File: src/rtl/measure_pkg.sv
// Shared types and constants for the frame-length sweep controller.
package measure_pkg;

  // Width of one result word: {tx_count, rx_count}.
  localparam int unsigned RES_W = 64;

  // Frame lengths stepped through by the sweep. Entry 0 is the first trial.
  localparam logic [7:0][15:0] LEN_TABLE = {
    16'd1518, 16'd1518, 16'd1280, 16'd1024,
    16'd512,  16'd256,  16'd128,  16'd64
  };

  // Generator defaults applied at reset.
  localparam logic [15:0] RST_FRAME_LEN = 16'd64;
  localparam logic [31:0] RST_IFG       = 32'd12;

  typedef enum logic [3:0] {
    StIdle,
    StWaitLink,
    StSetup,
    StRun,
    StDrain,
    StRecord,
    StNext,
    StDone,
    StErr
  } sweep_state_e;

endpackage

File: src/rtl/sat_cnt32.sv
// Saturating up-counter with synchronous clear; holds at all-ones.
module sat_cnt32 #(
  parameter int unsigned WIDTH = 32
) (
  input  logic             clk,
  input  logic             rst_n,
  input  logic             clear,
  input  logic             enable,
  output logic [WIDTH-1:0] count
);

  logic [WIDTH-1:0] count_q;

  // Clear has priority over increment; increment stops at all-ones.
  always_ff @(posedge clk or negedge rst_n) begin
    if (!rst_n) begin
      count_q <= '0;
    end else if (clear) begin
      count_q <= '0;
    end else if (enable && (count_q != '1)) begin
      count_q <= count_q + 1'b1;
    end
  end

  assign count = count_q;

endmodule

File: src/rtl/measure_sweep_ctrl.sv
// Frame-length sweep sequencer for the port-0 generator: per length it runs a
// setup / run / drain trial, counts TX and RX frames and writes one result word.
module measure_sweep_ctrl
  import measure_pkg::*;
#(
  parameter int unsigned NUM_LEN     = 7,          // 1..8 entries of LEN_TABLE
  parameter int unsigned SETUP_CYC   = 1024,       // all cycle counts must be >= 1
  parameter int unsigned TRIAL_CYC   = 156250000,
  parameter int unsigned DRAIN_CYC   = 15625,
  parameter int unsigned LINK_TO_CYC = 156250000
) (
  input  logic             sys_clk,
  input  logic             sys_rst_n,
  input  logic             start,
  input  logic             abort,
  input  logic             link_up,
  input  logic [31:0]      cfg_ifg,
  input  logic             tx_frame,
  input  logic             rx_frame,
  output logic             tx_enable,
  output logic [15:0]      frame_len,
  output logic [31:0]      inter_frame_gap,
  output logic             res_we,
  output logic [2:0]       res_addr,
  output logic [RES_W-1:0] res_data,
  output logic             busy,
  output logic             done,
  output logic             error
);

  sweep_state_e state_q, state_d;

  logic [31:0] timer_q, timer_d;
  logic [2:0]  idx_q, idx_d;
  logic [15:0] frame_len_q, frame_len_d;
  logic [31:0] ifg_q, ifg_d;
  logic        tx_enable_q, tx_enable_d;

  logic        active;     // any state that aborts/owns the generator
  logic        entering;   // state changes at the next edge
  logic        start_acc;  // start accepted this cycle
  logic        last_idx;
  logic        cnt_clear;
  logic        count_win;
  logic [31:0] tx_cnt, rx_cnt;

  // Cycles spent in each timed state; the timer counts down to 0 inclusive.
  function automatic logic [31:0] timer_load(sweep_state_e st);
    logic [31:0] val;
    val = '0;
    case (st)
      StWaitLink: val = 32'(LINK_TO_CYC - 1);
      StSetup:    val = 32'(SETUP_CYC - 1);
      StRun:      val = 32'(TRIAL_CYC - 1);
      StDrain:    val = 32'(DRAIN_CYC - 1);
      default:    val = '0;
    endcase
    return val;
  endfunction

  assign active   = !((state_q == StIdle) || (state_q == StDone) || (state_q == StErr));
  assign last_idx = (idx_q == 3'(NUM_LEN - 1));

  // State register.
  always_ff @(posedge sys_clk or negedge sys_rst_n) begin
    if (!sys_rst_n) begin
      state_q <= StIdle;
    end else begin
      state_q <= state_d;
    end
  end

  // Next-state logic; abort overrides everything, link loss overrides timers.
  always_comb begin
    state_d = state_q;
    unique case (state_q)
      StIdle, StDone, StErr: begin
        if (start && !abort) state_d = StWaitLink;
      end
      StWaitLink: begin
        if (link_up)               state_d = StSetup;
        else if (timer_q == '0)    state_d = StErr;
      end
      StSetup: begin
        if (!link_up)              state_d = StErr;
        else if (timer_q == '0)    state_d = StRun;
      end
      StRun: begin
        if (!link_up)              state_d = StErr;
        else if (timer_q == '0)    state_d = StDrain;
      end
      StDrain: begin
        if (!link_up)              state_d = StErr;
        else if (timer_q == '0)    state_d = StRecord;
      end
      StRecord: state_d = StNext;
      StNext:   state_d = last_idx ? StDone : StSetup;
      default:  state_d = StIdle;
    endcase
    if (abort && active) state_d = StIdle;
  end

  // Output decode from the current state.
  always_comb begin
    busy     = active;
    done     = (state_q == StDone);
    error    = (state_q == StErr);
    res_we   = (state_q == StRecord);
    res_addr = idx_q;
    res_data = res_we ? {tx_cnt, rx_cnt} : '0;
  end

  // Datapath next-state: shared timer, trial index and generator settings.
  always_comb begin
    entering  = (state_d != state_q);
    start_acc = !active && (state_d == StWaitLink);

    if (entering)              timer_d = timer_load(state_d);
    else if (timer_q != '0)    timer_d = timer_q - 32'd1;
    else                       timer_d = timer_q;

    idx_d = idx_q;
    if (start_acc)                                       idx_d = '0;
    else if ((state_q == StNext) && (state_d == StSetup)) idx_d = idx_q + 3'd1;

    frame_len_d = frame_len_q;
    if (entering && (state_d == StSetup)) frame_len_d = LEN_TABLE[idx_d];

    ifg_d       = start_acc ? cfg_ifg : ifg_q;
    tx_enable_d = (state_d == StRun);
  end

  // Datapath registers.
  always_ff @(posedge sys_clk or negedge sys_rst_n) begin
    if (!sys_rst_n) begin
      timer_q     <= '0;
      idx_q       <= '0;
      frame_len_q <= RST_FRAME_LEN;
      ifg_q       <= RST_IFG;
      tx_enable_q <= 1'b0;
    end else begin
      timer_q     <= timer_d;
      idx_q       <= idx_d;
      frame_len_q <= frame_len_d;
      ifg_q       <= ifg_d;
      tx_enable_q <= tx_enable_d;
    end
  end

  assign tx_enable       = tx_enable_q;
  assign frame_len       = frame_len_q;
  assign inter_frame_gap = ifg_q;

  // Counters hold clear through SETUP so each trial starts from zero; frames are
  // counted while the generator runs and during drain so late RX is captured.
  assign cnt_clear = start_acc || (state_q == StSetup);
  assign count_win = (state_q == StRun) || (state_q == StDrain);

  sat_cnt32 #(
    .WIDTH (32)
  ) u_tx_cnt (
    .clk    (sys_clk),
    .rst_n  (sys_rst_n),
    .clear  (cnt_clear),
    .enable (count_win && tx_frame),
    .count  (tx_cnt)
  );

  sat_cnt32 #(
    .WIDTH (32)
  ) u_rx_cnt (
    .clk    (sys_clk),
    .rst_n  (sys_rst_n),
    .clear  (cnt_clear),
    .enable (count_win && rx_frame),
    .count  (rx_cnt)
  );

endmodule

File: config.mk
export PLATFORM = sky130hd
export DESIGN_NAME = measure_sweep_ctrl
export DESIGN_NICKNAME = d
export VERILOG_FILES = /design/src/rtl/measure_pkg.sv /design/src/rtl/sat_cnt32.sv /design/src/rtl/measure_sweep_ctrl.sv
export SDC_FILE = /design/constraint.sdc
export NUM_CORES = 1
export LEC_CHECK = 0
export CAP_MARGIN = 15
export CORE_MARGIN = 2
export CORE_UTILIZATION = 55
export CTS_BUF_LIST = sky130_fd_sc_hd__clkbuf_2 sky130_fd_sc_hd__clkbuf_4 sky130_fd_sc_hd__clkbuf_8
export DETAILED_ROUTE_END_ITERATION = 7
export GPL_ROUTABILITY_DRIVEN = 0
export PLACE_DENSITY_LB_ADDON = 0.12
export SETUP_SLACK_MARGIN = 0.4
export SLEW_MARGIN = 40
export SYNTH_ARGS = -nofsm -noshare
export SYNTH_HDL_FRONTEND = slang
export SYNTH_HIERARCHICAL = 1
export SYNTH_SLANG_ARGS = --single-unit
File: constraint.sdc
create_clock -name sys_clk -period 4.9 [get_ports sys_clk]
set_input_delay 1.47 -clock sys_clk [delete_from_list [all_inputs] [get_ports sys_clk]]
set_output_delay 1.47 -clock sys_clk [all_outputs]
set_load 0.1 [all_outputs]
==> impl_metrics.yaml <==
yosys:
  syn_area_mm2: 0.00827
  yosys.cell_types.count: 70
  yosysSeqAreaShare_pct: 43.0
  yosys-top-cells-area: "dfrtp_1 (42%), nand2_1 (6.7%), and2_1 (5.6%)"
  ys_ff_latch: 142
  synthFlopType: "dfrtp_1"
  syn_avg_cell_area_um2: 8.74
  synth_edf_count: 0
  async_flop_share_pct: 100
  netlist.top_cell.by_area: "dfrtp_1"
  yosysWarningCount: 6
  synthCells: 946
  synth_top_cell_area_share_pct: 42.1
critical_path:
  cpMaxStageDelayCell: "dfrtp_1"
  cp-end-kind: "output port"
  cpPeakStageDelay_ns: 0.70
  worstReg2RegEnd: "timer_q[6]"
  rrSetupSlack_ns: 1.14
  r2r-start: "timer_q[10]"
  ff2ff_path_depth: 8
  cp-start-kind: "flop"
  critPathMostFrequentCell: "buf_4"
  crit_type: "reg2out"
  crit_required_ns: 3.43
  cp.arrival_ns: 2.75
  path_max_fanout: 65
  path_cells: "inv_1, nor4b_2, buf_4, and2_1, buf_4"
clock_network:
  cts_max_level: 4
  cts_setup_buffers: 0
  clk_latency_ns: 0.46
  cts_root_buffer: "clkbuf_8"
  cts_sinks: 142
  cts_resized: 0
  path_clk_slew_ns: 0.08
  cts_hold_buf: 0
  max-clock-path-buffers: 2
  cts_tree: "done"
  numCtsBuffers: 17
sta:
  period_minus_slack_ns: 4.22
  setup_violations: 0
  rsz0062_at_grt: "false"
  final.setup.tns_ns: 0
  finalHoldViolCount: 0
  clock.fmax_mhz: 237
  worst_clock_skew_ns: 0.00917
  slew_viol_final: 0
  slew_headroom_pct: 48.8
  worst_pin_slew_ns: 0.761
  fin_crit_sh_pct: 86.1
placement:
  place_inst: 1244
  placedInstanceArea_mm2: 0.00972
  portBuffers: 151
  place_hpwl_um: 13700
floorplan:
  num_io_pins: 159
  die_x_um: 127
  rows: 44
  start_util_pct: 56.7
  fp.coreArea_mm2: 0.0146
  dieArea_mm2: 0.0160
  die_height_um: 127
finish:
  final_cell_mix: "nand2_1 (147), dfrtp_1 (139), nor2_1 (93)"
  stdcell_count: 1277
  design_area_mm2: 0.0101
  drive_gt1_share_pct: 18.8
  fin_util_pct: 69.5
  num-nets-final: 1124
  antenna_cells: 0
  final_common_cell: "nand2_1"
  area_delta_synth_final_pct: 22.6
hold_path:
  hp-class: "reg2reg"
  holdPathEnd: "inter_frame_gap[2]"
  whs_path_depth: 2
  hold_start: "inter_frame_gap[2]"
power:
  power_density_mw_per_mm2: 478
  vdd_drop_max_mv: 0.680
  leakage_uw: 0.00461
global_route:
  antenna_found_initial: 0
  grt_pass1_vias: 6969
  grt_overflow_total: 0
  grt_pass1_wl_um: 33800
  grt_usage_pct: 25.5
  grt_max_degree: 110
status:
  outcome: "finished, final reports clean"
routing:
  drtPass1Iterations: 6
  wirelength_um: 19900
  wire_per_inst_um: 15.6
  vias_per_cell: 5.66
  drt_first_iter_violations: 686
  routed-via-count: 7229
  drc: 0
  ant_nets: 0
job:
  max_cap_viol_count: 0
==> cell type report <==
class                      count  area, µm²
multi-input combinational    739       4430
clock buffer                  17        234
tap                          184        230
clock inverter                15        141
sequential                   142       3560
timing repair buffer         163       1480
inverter                      17       63.8
fill                        1152       4450
==> kinds of logic (layout without fill, tap and decap cells) <==
family | Yosys count | count (layout) | share of synthesized area, %
and+or+nand+nor | 510 | 510 | 32.0
DFF | 142 | 142 | 43.0
AOI/OAI and AO/OA | 140 | 140 | 11.3
buffers and inverters | 71 | 212 | 4.07
xor gates and xnor gates | 57 | 57 | 6.04
muxes | 20 | 20 | 2.77
adders and majority gates | 5 | 5 | 0.757
other | 1 | 7 | 0.0454
==> report_power, final <==
| group | total [µW] | switching, µW | leakage, µW | internal, µW |
|---|---|---|---|---|
| clock | 895 | 490 | 0.000171 | 405 |
| combinational | 2340 | 1860 | 0.00254 | 487 |
| sequential | 1610 | 204 | 0.00190 | 1410 |
==> metrics by stage <==
| stage | setup WS [ns] | power [µW] | hold slack [ns] |
|---|---|---|---|
| finish | 0.679 | 4850 | 0.460 |
| CTS | 0.708 | 4850 | 0.463 |
| detailed placement | 0.777 | 3950 | 0.451 |
| global placement | 0.817 | 4060 | 0.446 |
| floorplan | 0.710 | 3500 | 0.498 |
| global route | 0.519 | 5120 | 0.485 |
==> synthesized netlist by cell type, types with 13 or more instances <==
| master | count |
|---|---|
| and3_1 | 15 |
| xor2_1 | 23 |
| and2_1 | 74 |
| nor4_1 | 21 |
| or3_1 | 22 |
| clkbuf_1 | 33 |
| nand3_1 | 35 |
| or4_1 | 13 |
| dfrtp_1 | 139 |
| o21ai_0 | 37 |
| xnor2_1 | 34 |
| nor2_1 | 95 |
| a21oi_1 | 48 |
| inv_1 | 16 |
| nand2_1 | 148 |
| nor3_1 | 21 |
| buf_4 | 13 |
| nand4_1 | 14 |
==> layer usage <==
metal  track usage, %  wire (µm)
met5                0          0
met1             35.1       8810
met4             6.98        257
met2             39.2       9290
met3             8.31       1540
==> how the worst max path moves through the flow <==
stage          startpoint           end
2_1_floorplan  state_q[0]  res_data[54]
3_3_place_gp        abort  frame_len[7]
3_5_place_dp        abort  frame_len[8]
4_1_cts        state_q[0]   res_data[1]
5_1_grt        state_q[0]  res_data[62]
6_report       state_q[0]  res_data[62]
==> worst max-delay path, delay by kind of cell (launching register included) <==
| family | cells | cell delay, ns |
|---|---|---|
| flip-flops | 1 | 0.70 |
| AND/OR/NAND/NOR | 2 | 0.54 |
| buffers and inverters | 3 | 1.03 |
==> sequential cells by signal, indices dropped and copies added (netlist names) <==
signal and flops:
res_addr 3, timer_q 32, tx_enable 1, state_q 4
frame_len 6, u_tx_cnt/count 32, u_rx_cnt/count 32, inter_frame_gap 32
Note: power is estimated with default switching activity, not from simulation.
